### src/rtl/serial_subtractor.sv
// Bit-serial subtractor: diff = a - b - bin, one bit per clock, LSB first.
// Start/busy/done handshake; diff and borrow_out hold until the next completion.
module serial_subtractor #(
    parameter int WIDTH = 8
) (
    input  logic             clk,
    input  logic             rst_n,
    input  logic             start,
    input  logic [WIDTH-1:0] a,
    input  logic [WIDTH-1:0] b,
    input  logic             bin,
    output logic             busy,
    output logic             done,
    output logic [WIDTH-1:0] diff,
    output logic             borrow_out
);

    // Counter reaches WIDTH on the final edge, so one extra bit beyond clog2.
    localparam int CW = $clog2(WIDTH) + 1;

    typedef enum logic [1:0] {
        IDLE  = 2'd0,
        SHIFT = 2'd1,
        DONE  = 2'd2
    } state_e;

    state_e           state_q, state_d;
    logic [CW-1:0]    cnt_q, cnt_d;
    logic [WIDTH-1:0] a_sr_q, a_sr_d;
    logic [WIDTH-1:0] b_sr_q, b_sr_d;
    logic [WIDTH-1:0] res_q, res_d;
    logic             br_q, br_d;
    logic [WIDTH-1:0] diff_q, diff_d;
    logic             bout_q, bout_d;

    logic             a0, b0, d_bit, br_nxt;
    logic [WIDTH-1:0] res_shift;

    // Next-state, datapath and full-subtractor cell for the current bit.
    always_comb begin
        state_d   = state_q;
        cnt_d     = cnt_q;
        a_sr_d    = a_sr_q;
        b_sr_d    = b_sr_q;
        res_d     = res_q;
        br_d      = br_q;
        diff_d    = diff_q;
        bout_d    = bout_q;

        a0        = a_sr_q[0];
        b0        = b_sr_q[0];
        d_bit     = a0 ^ b0 ^ br_q;
        br_nxt    = (~a0 & b0) | (~(a0 ^ b0) & br_q);
        // New bit enters at the MSB so after WIDTH shifts the LSB lands at [0].
        res_shift = res_q >> 1;
        res_shift[WIDTH-1] = d_bit;

        case (state_q)
            IDLE, DONE: begin
                if (start) begin
                    a_sr_d  = a;
                    b_sr_d  = b;
                    br_d    = bin;
                    res_d   = '0;
                    cnt_d   = '0;
                    state_d = SHIFT;
                end else begin
                    state_d = IDLE;
                end
            end
            SHIFT: begin
                a_sr_d = a_sr_q >> 1;
                b_sr_d = b_sr_q >> 1;
                res_d  = res_shift;
                br_d   = br_nxt;
                cnt_d  = cnt_q + CW'(1);
                if (cnt_q == CW'(WIDTH - 1)) begin
                    diff_d  = res_shift;
                    bout_d  = br_nxt;
                    state_d = DONE;
                end
            end
            default: state_d = IDLE;
        endcase
    end

    // State and datapath registers; async reset aborts any operation in flight.
    always_ff @(posedge clk or negedge rst_n) begin
        if (!rst_n) begin
            state_q <= IDLE;
            cnt_q   <= '0;
            a_sr_q  <= '0;
            b_sr_q  <= '0;
            res_q   <= '0;
            br_q    <= 1'b0;
            diff_q  <= '0;
            bout_q  <= 1'b0;
        end else begin
            state_q <= state_d;
            cnt_q   <= cnt_d;
            a_sr_q  <= a_sr_d;
            b_sr_q  <= b_sr_d;
            res_q   <= res_d;
            br_q    <= br_d;
            diff_q  <= diff_d;
            bout_q  <= bout_d;
        end
    end

    assign busy       = (state_q == SHIFT);
    assign done       = (state_q == DONE);
    assign diff       = diff_q;
    assign borrow_out = bout_q;

endmodule
### config.mk
export PLATFORM = sky130hd
export DESIGN_NAME = serial_subtractor
export DESIGN_NICKNAME = d
export VERILOG_FILES = /design/src/rtl/serial_subtractor.sv
export SDC_FILE = /design/constraint.sdc
export NUM_CORES = 1
export LEC_CHECK = 0
export ABC_AREA = 0
export CORE_AREA = 10 10 62 77
export DETAILED_ROUTE_END_ITERATION = 10
export DIE_AREA = 0 0 72 87
export MAX_ROUTING_LAYER = met4
export PLACE_DENSITY = 0.78
export SETUP_SLACK_MARGIN = 0.1
export SKIP_LAST_GASP = 1
export SLEW_MARGIN = 20
export SYNTH_ARGS = -nofsm -noshare
export SYNTH_HDL_FRONTEND = slang
export SYNTH_SLANG_ARGS = --single-unit
export TNS_END_PERCENT = 1
### constraint.sdc
create_clock -name clk -period 2.07 [get_ports clk]
set_input_delay 0.5175 -clock clk [delete_from_list [all_inputs] [get_ports clk]]
set_output_delay 0.5175 -clock clk [all_outputs]
set_load 0.1 [all_outputs]
==> results of run 1 <==
[flip-flops by register name, summed over array words and instances, names as in the netlist]
signal / count
b_sr_q: 8
borrow_out: 1
diff: 8
a_sr_q: 8
state_q: 2
res_q: 7
cnt_q: 4
br_q: 1
[final cells by class]
class                      count  area [um^2]  share of cell area
timing repair buffer          35          343               0.165
tap                           39         48.8              0.0235
clock inverter                 2         35.0              0.0169
inverter                       4         15.0             0.00723
multi-input combinational     81          577               0.278
sequential                    39          976               0.470
clock buffer                   6         82.6              0.0398
[per-stage QoR]
step | setup slack [ns] | std cells | util | instance area [um^2] | hold WS, ns
finish | 0.326 | 206 | 0.618 | 2080 | 0.0124
global route | 0.258 | 206 | 0.618 | 2080 | 0.00217
CTS | 0.330 | 206 | 0.618 | 2080 | 0.00621
detailed placement | 0.0596 | 198 | 0.583 | 1960 | 0.318
global placement | 0.143 | 198 | 0.583 | 1960 | 0.316
floorplan | 0.318 | 133 | - | 1610 | 0.222
[worst paths after layout]
| check | endpoint | depth (start not counted) | slack (ns) | start |
|---|---|---|---|---|
| min in group clk | a_sr_q[1] | 2 | 0.50 | a_sr_q[1] |
| setup reg to reg | br_q | 4 | 0.42 | state_q[0] |
| setup / recovery | br_q | 4 | 0.33 | start |
| hold / removal | diff[0] | 1 | 0.01 | rst_n |
| hold reg to reg | a_sr_q[1] | 2 | 0.50 | a_sr_q[1] |
| max in group asynchronous | b_sr_q[2] | 2 | 1.68 | rst_n |
[critical path, cell delays in order]
cell and delay, ns:
clkdlybuf4s50_1 0.42, and2b_1 0.19, nor2_1 0.59, a221o_1 0.25
[synth_stat cells (all sizes together)]
cell type  count  area, um^2
a221o          2        20.0
a22oi         13        97.6
ha             1        12.5
nor2b          2        12.5
nand2b         2        12.5
nand4          1        6.26
fa             1        20.0
o21ai          2        10.0
a22o          11        96.3
clkbuf         3        11.3
mux2i          3        30.0
buf            6        35.0
mux2           8        90.1
nand3         14        70.1
and2b          1        7.51
nor2           2        7.51
inv            4        15.0
nor3           2        21.3
nand2         16        60.1
dfrtp         39         976
[routing by layer]
metal / GRT usage / vias up / wire (um)
met5: - / - / 0
met4: 0.0317 / 0 / 33
met3: 0.0479 / 5 / 301
met2: 0.180 / 52 / 1560
met1: 0.146 / 568 / 1550
li1: - / 541 / -
[power by group through the flow]
stage / Sequential [mW] / Clock (mW) / Combinational (mW)
final: 1.33 / 0.653 / 1.93
after global routing: 1.38 / 0.700 / 2.07
after CTS: 1.34 / 0.659 / 1.94
after detailed placement: 1.35 / 0 / 1.94
after global placement: 1.32 / 0 / 1.90
after floorplan: 1.92 / 0 / 0.883
[logic make-up after synthesis]
group,count (synthesis)
AND/OR/NAND/NOR,40
flip-flops,39
AO/OA/AOI/OAI,28
buffers and inverters,13
multiplexers,11
adder cells (fa/ha/maj),2
==> out/results.txt, run 1 <==
Mux cell area share after synthesis: 0.0745
Crit path DAT: 1.98 ns
Core Footprint: 3360 um^2
Iteration-0 DRC Markers: 116
CTS tree: done
Wirelength per Cell: 16.8 um
HPWL Detailed: 2.45 mm
Area growth from synthesis to layout: 28.9%
Mean Syn Cell Area: 12.1 um^2
Most common cell after layout, fill and taps aside: dfrtp_1
DRC errors left: 0
VDD IR max: 1.17 mV
Largest family of logic cells by synthesized area: compound AO/OA/AOI/OAI gates
Worst EP required: 2.30 ns
First-pass GRT wire length: 6.00 mm
Clock Path Buffers: 2
Internal power: 2.14 mW
Final hold viol count: 0
Mapped Area: 1610 um^2
Total Die Area: 6260 um^2
Switching power total: 1.78 mW
Routed vias: 1166
# Post-CTS Setup Buffers: 0
Vias in the first global route: 1281
Yosys warning count: 0
CTS clk-pin slew, worst paths: 0.08 ns
Port bufs: 30
Routed Antenna Nets: 0
Final Power: 3.91 mW
Post-CTS resize count: 0
Power per cell area: 1880 nW/um^2
Clock Skew: 0.00473 ns
Compound-Gate Fraction of Synth Area: 0.139
Routability cong.: 0.758
Die Y: 87 um
Comb pwr share: 0.492
Filler cells: 264
Endpoints failing setup: 0
Xor/xnor share of the synthesized area: 0
Post-CTS Hold Buffers: 0
TritonCTS Sinks: 39
Worst-Skew Late Latency: 0.29 ns
Avg Vias per Cell: 5.66
Drt first pass iters: 4
Slew headroom: 0.482
Ports: 31
Adder-cell share of the synthesized area: 0.0202
Share of layout cells above drive strength 1: 0.216
RSZ-0062 raised after global routing: false
Clock power frac: 0.167
Commonest cells after routing, fill and taps aside: 39 x dfrtp_1, 18 x clkdlybuf4s50_1, 16 x nand2_1
Static leakage: 0.975 nW
Max Slew Vio Count: 0
CP max FO: 11
Post-Synth Simple-Gate Area: 0.123
Total Wirelength: 3.45 mm
Yosys reg bits: 39
Final period utilization: 0.843
Outcome: complete, no violations
# rows: 24
GRT Util Overall: 0.120
Max_cap viols: 0
Num CTS Buffers: 5
Total gr overflow: 0
Largest net degree at the start of global routing: 39
Sequential area share after synthesis: 0.606
Starting Density: 0.479
Initial antenna violation count: 0
Syn nets: 155
HP Class: in2async
CP Capture Type: flop
Worst setup SP type: primary input
Post-synth cell types: 24
Final min period: 1.74 ns
Switch share: 0.454
Synthesized instance count: 133
Critical path class: in2reg
Setup_tns: 0 ns
Worst slew pin tran: 0.774 ns
Die width: 72 um
Final net count: 188
Maximum clock frequency: 573 MHz
Clock root buffer: clkbuf_8
Ant. Diodes: 0
Sequential power share: 0.341
H-tree Lvls: 2
Note: power is estimated with default switching activity, not from simulation.
==> run 2, diff against run 1 <==
- CORE_AREA: 10 10 62 77 -> 10 10 65 80
- DIE_AREA: 0 0 72 87 -> 0 0 75 90
- PLACE_DENSITY: 0.78 -> 0.75
- clock period: 2.07 -> 1.57 ns (I/O delays scaled with it)
==> run 2 against run 1 <==
Effect of this change: register-to-register slack worse by 0.29 ns; clock power rose by 13%; non-clock buffer count increased by 11; flip-flop and latch count unchanged; via count increased by 3.0%; clock skew is 0.0027 ns higher; die area is 7.8% higher; setup slack worse by 0.25 ns; combinational power rose by 56%.
==> out/results.txt, run 2 (synthesis gave the netlist of run 1 again) <==
CTS clk-pin slew, worst paths: 0.07 ns
Total Die Area: 6750 um^2
H-tree Lvls: 2
Final min period: 1.50 ns
Final period utilization: 0.955
CP Capture Type: primary output
Ant. Diodes: 0
Routed vias: 1201
Clock root buffer: clkbuf_8
Power per cell area: 2450 nW/um^2
Max_cap viols: 0
Maximum clock frequency: 667 MHz
CTS tree: done
HP Class: reg2reg
Starting Density: 0.433
Num CTS Buffers: 5
Max Slew Vio Count: 0
Non-filler instance count after layout: 218
Static leakage: 1.06 nW
Total Wirelength: 3.62 mm
Most common cell after layout, fill and taps aside: dfrtp_1
HPWL Detailed: 2.71 mm
TritonCTS Sinks: 39
Die Y: 90 um
Clock Skew: 0.00745 ns
Placed cell count: 206
Slew headroom: 0.796
CP max FO: 4
RSZ-0062 raised after global routing: true
Worst slew pin tran: 0.306 ns
Final Power: 5.59 mW
R2R depth: 5
Worst EP required: 1.18 ns
Total gr overflow: 0
Avg Vias per Cell: 5.51
Port bufs: 30
Die width: 75 um
Outcome: complete, no violations
Share of layout cells above drive strength 1: 0.270
Routability cong.: 0.802
# rows: 25
Final net count: 199
DRC errors left: 0
Core Footprint: 3720 um^2
Largest net degree at the start of global routing: 19
Reg-to-reg startpoint: cnt_q[0]
Min-delay src: res_q[1]
Area growth from synthesis to layout: 41.7%
VDD IR max: 1.20 mV
Drt first pass iters: 4
Iteration-0 DRC Markers: 104
Initial antenna violation count: 0
Ports: 31
Commonest cells after routing, fill and taps aside: 38 x dfrtp_1, 18 x clkdlybuf4s50_1, 16 x nand2_1
Final hold viol count: 0
Critical path class: reg2out
Crit path DAT: 1.11 ns
Routed Antenna Nets: 0
GRT Util Overall: 0.121
First-pass GRT wire length: 6.13 mm
Crit path from: state_q[0]
Hold depth: 1
Worst-Skew Late Latency: 0.30 ns
Clock Path Buffers: 2
Vias in the first global route: 1267
Endpoints failing setup: 0
Worst setup SP type: flop
Wirelength per Cell: 16.6 um
-- run 2: through the flow --
stage               area [um^2]  utilization  setup slack [ns]  hold slack [ns]  setup TNS [ns]
floorplan                  1620            -           -0.0203           0.0969         -0.0203
global placement           2130        0.571           -0.0851            0.290          -0.841
detailed placement         2130        0.571            -0.140            0.295           -1.76
CTS                        2270        0.611            0.0663            0.505               0
global route               2280        0.613            0.0159            0.508               0
finish                     2280        0.613            0.0712            0.503               0
-- run 2: worst paths after layout --
kind / to / slack, ns
min in group asynchronous: state_q[0] / 0.52
max reg2reg: diff[2] / 0.13
min reg2reg: res_q[1] / 0.50
max in group asynchronous: a_sr_q[1] / 0.60
max: busy / 0.07
min: res_q[1] / 0.50
-- run 2: critical path: stages (launching register included) --
cell and delay, ns:
dfrtp_2 0.46, nand2b_4 0.14, inv_6 0.05, buf_12 0.16
-- run 2: routing by layer --
metal | track usage | wire, um | share of wire
met1 | 0.136 | 1530 | 0.42
met4 | 0.0570 | 95 | 0.026
met3 | 0.0517 | 222 | 0.061
met5 | - | 0 | 0
met2 | 0.178 | 1780 | 0.49
-- run 2: final cells by class --
cell class	instances	area, um^2
timing repair buffer	46	544
clock buffer	8	100
multi-input combinational	81	592
tap	40	50.0
fill	312	1440
inverter	4	20.0
sequential	39	977
-- run 2: power by group --
part	internal (mW)	switching [mW]
Sequential	1.47	0.368
Clock	0.401	0.337
Combinational	1.27	1.75
-- run 2: timing repair --
| item | CTS | global route |
|---|---|---|
| setup buffers | 2 | 1 |
| endpoints found under the setup margin | 16 | 22 |
| hold buffers | 1 | 0 |
| hold endpoints to repair | 10 | 0 |
| resized for setup | 7 | 1 |
==> run 3, diff against run 2 <==
- ABC_AREA: 0 -> 1
- CORE_AREA: 10 10 65 80 -> 10 10 66 82
- DIE_AREA: 0 0 75 90 -> 0 0 76 92
- PLACE_DENSITY: 0.75 -> 0.77
- SKIP_CTS_REPAIR_TIMING: not set -> 1
==> run 3 against run 2 <==
Effect of this change: cell area rose by 5.8%; register-to-register slack improved by 0.09 ns; flip-flop and latch count did not move; die area rose by 3.6%; critical path depth did not move; clock skew fell by 0.0040 ns; largest cell class unchanged; highest routed layer unchanged.
==> out/results.txt, run 3 <==
Iteration-0 DRC Markers: 105
Post-synth EDFFs: 0
Final net count: 283
Die Y: 92 um
Post-synth cell types: 19
Outcome: complete, no violations
Final Power: 5.64 mW
Asr flop ratio synth: 1.00
Synth top cells by count: 118 x nand2_1, 39 x dfrtp_1, 27 x inv_1, 6 x o22ai_1
Commonest cells after routing, fill and taps aside: 118 x nand2_1, 38 x dfrtp_1, 26 x inv_1
Slowest cell on the critical path: dfrtp_2
# rows: 26
Ports: 31
Maximum clock frequency: 654 MHz
Sequential area share after synthesis: 0.551
Share of layout cells above drive strength 1: 0.164
Power per cell area: 2340 nW/um^2
First-pass GRT wire length: 5.78 mm
Routability cong.: 0.791
Vias in the first global route: 1339
CP Capture Type: primary output
Port bufs: 30
Filler cells: 347
Drt first pass iters: 4
Total gr overflow: 0
Primary FF master, synth: dfrtp_1
Worst EP required: 1.18 ns
Total Wirelength: 3.39 mm
Routed Antenna Nets: 0
HP Class: in2async
Static leakage: 1.28 nW
CP max FO: 2
Placed cell count: 306
Most common cell after layout, fill and taps aside: nand2_1
Endpoints failing setup: 0
Routed vias: 1386
Syn nets: 241
Die width: 76 um
Placed Area: 2270 um^2
HPWL Detailed: 2.46 mm
Wirelength per Cell: 10.7 um
CTS clk-pin slew, worst paths: 0.07 ns
Yosys top cell area share: 0.551
Crit-path cells: buf_12 > nor2_4 > buf_12
Hold Slack: 0.00106 ns
Avg Vias per Cell: 4.36
Cell taking the most area after synthesis: dfrtp_1
Crit-path most repeated cell: buf_12
Core Footprint: 3940 um^2
Clock root buffer: clkbuf_8
Total Die Area: 6990 um^2
RSZ-0062 raised after global routing: true
Area growth from synthesis to layout: 36.4%
Delay of the slowest cell on the worst path: 0.43 ns
Clock Path Buffers: 2
Most frequent cell after synthesis: nand2_1
DRC errors left: 0
Max_cap viols: 0
GRT Util Overall: 0.102
Largest net degree at the start of global routing: 21
Worst-Skew Late Latency: 0.29 ns
Critical path class: reg2out
Num CTS Buffers: 5
Starting Density: 0.450
Final hold viol count: 0
Worst slew pin tran: 0.384 ns
Non-filler instance count after layout: 318
Final Cell Area: 2420 um^2
Mean Syn Cell Area: 8.09 um^2
Clock Skew: 0.00344 ns
Yosys reg bits: 39
Synthesized instance count: 219
Yosys warning count: 0
VDD IR max: 0.849 mV
Crit path DAT: 1.14 ns
TritonCTS Sinks: 39
Max Slew Vio Count: 0
Final min period: 1.53 ns
CTS tree: done
Ant. Diodes: 0
H-tree Lvls: 2
Mapped Area: 1770 um^2
Final period utilization: 0.974
Slew headroom: 0.744
Initial antenna violation count: 0
Leading post-synthesis cells by cell area: dfrtp_1 55%, nand2_1 25%, inv_1 5.7%
Worst setup SP type: flop
[run 3: cell count changes after synthesis, moves of 3 or more]
cell and delta:
inv_1 +24, a22o_1 -11, nand3_1 -10, buf_2 -4, buf_6 +3, mux2_2 -8
mux2i_1 -3, nand2_1 +102, a22oi_1 -13, clkbuf_1 -3, o22ai_1 +6
[run 3: layout make-up]
| cell class | count | area, um^2 | share of cell area |
|---|---|---|---|
| Inverter | 30 | 113 | 0.0466 |
| Tap cell | 56 | 70.1 | 0.0290 |
| Multi-Input combinational cell | 145 | 638 | 0.264 |
| Clock buffer | 8 | 100 | 0.0414 |
| Sequential cell | 39 | 977 | 0.404 |
| Timing Repair Buffer | 40 | 518 | 0.214 |
[run 3: stage by stage]
stage                     utilization  worst slack [ns]  setup TNS (ns)
final                           0.614            0.0403               0
after global routing            0.614           0.00631               0
after CTS                       0.603            -0.101          -0.101
after detailed placement        0.577            0.0520               0
after global placement          0.577            0.0624               0
after floorplan                     -             0.211               0
[run 3: kinds of logic (layout without fill, tap and decap cells)]
| kind of cell | Yosys count | in the layout | synth area share |
|---|---|---|---|
| simple gates | 134 | 134 | 0.308 |
| flops | 39 | 39 | 0.551 |
| buf+inv | 35 | 78 | 0.0932 |
| compound gates | 9 | 9 | 0.0297 |
| fa+ha+maj | 2 | 2 | 0.0184 |
[run 3: layer usage]
metal / share of wire / GRT usage / wire length, um / up-vias
li1: - / - / - / 730
met1: 0.45 / 0.107 / 1530 / 617
met2: 0.48 / 0.169 / 1620 / 33
met3: 0.054 / 0.0371 / 182 / 6
met4: 0.019 / 0.0475 / 64 / 0
met5: 0 / - / 0 / -
[run 3: worst paths after layout]
check / start / to / cells after the start / slack, ns
worst max-delay path: state_q[0] / done / 3 / 0.04
worst min-delay path: rst_n / diff[0] / 1 / 0.001
worst max register to register: state_q[0] / a_sr_q[1] / 7 / 0.22
worst min register to register: res_q[2] / diff[1] / 2 / 0.47
max in group asynchronous: rst_n / a_sr_q[3] / 2 / 1.13
min in group clk: res_q[2] / diff[1] / 2 / 0.47
[run 3: worst max-delay path, delay by kind of cell (launching register included)]
kind | cells | cell delay [ns]
DFF | 1 | 0.43
and+or+nand+nor | 1 | 0.10
buffers and inverters | 2 | 0.31
[run 3: power by group]
| group | total (mW) | switching [mW] | leakage [nW] | internal, mW |
|---|---|---|---|---|
| combinational | 3.10 | 1.93 | 0.737 | 1.17 |
| sequential | 1.81 | 0.337 | 0.489 | 1.47 |
| clock | 0.735 | 0.334 | 0.0515 | 0.401 |
| total | 5.64 | 2.60 | 1.28 | 3.04 |
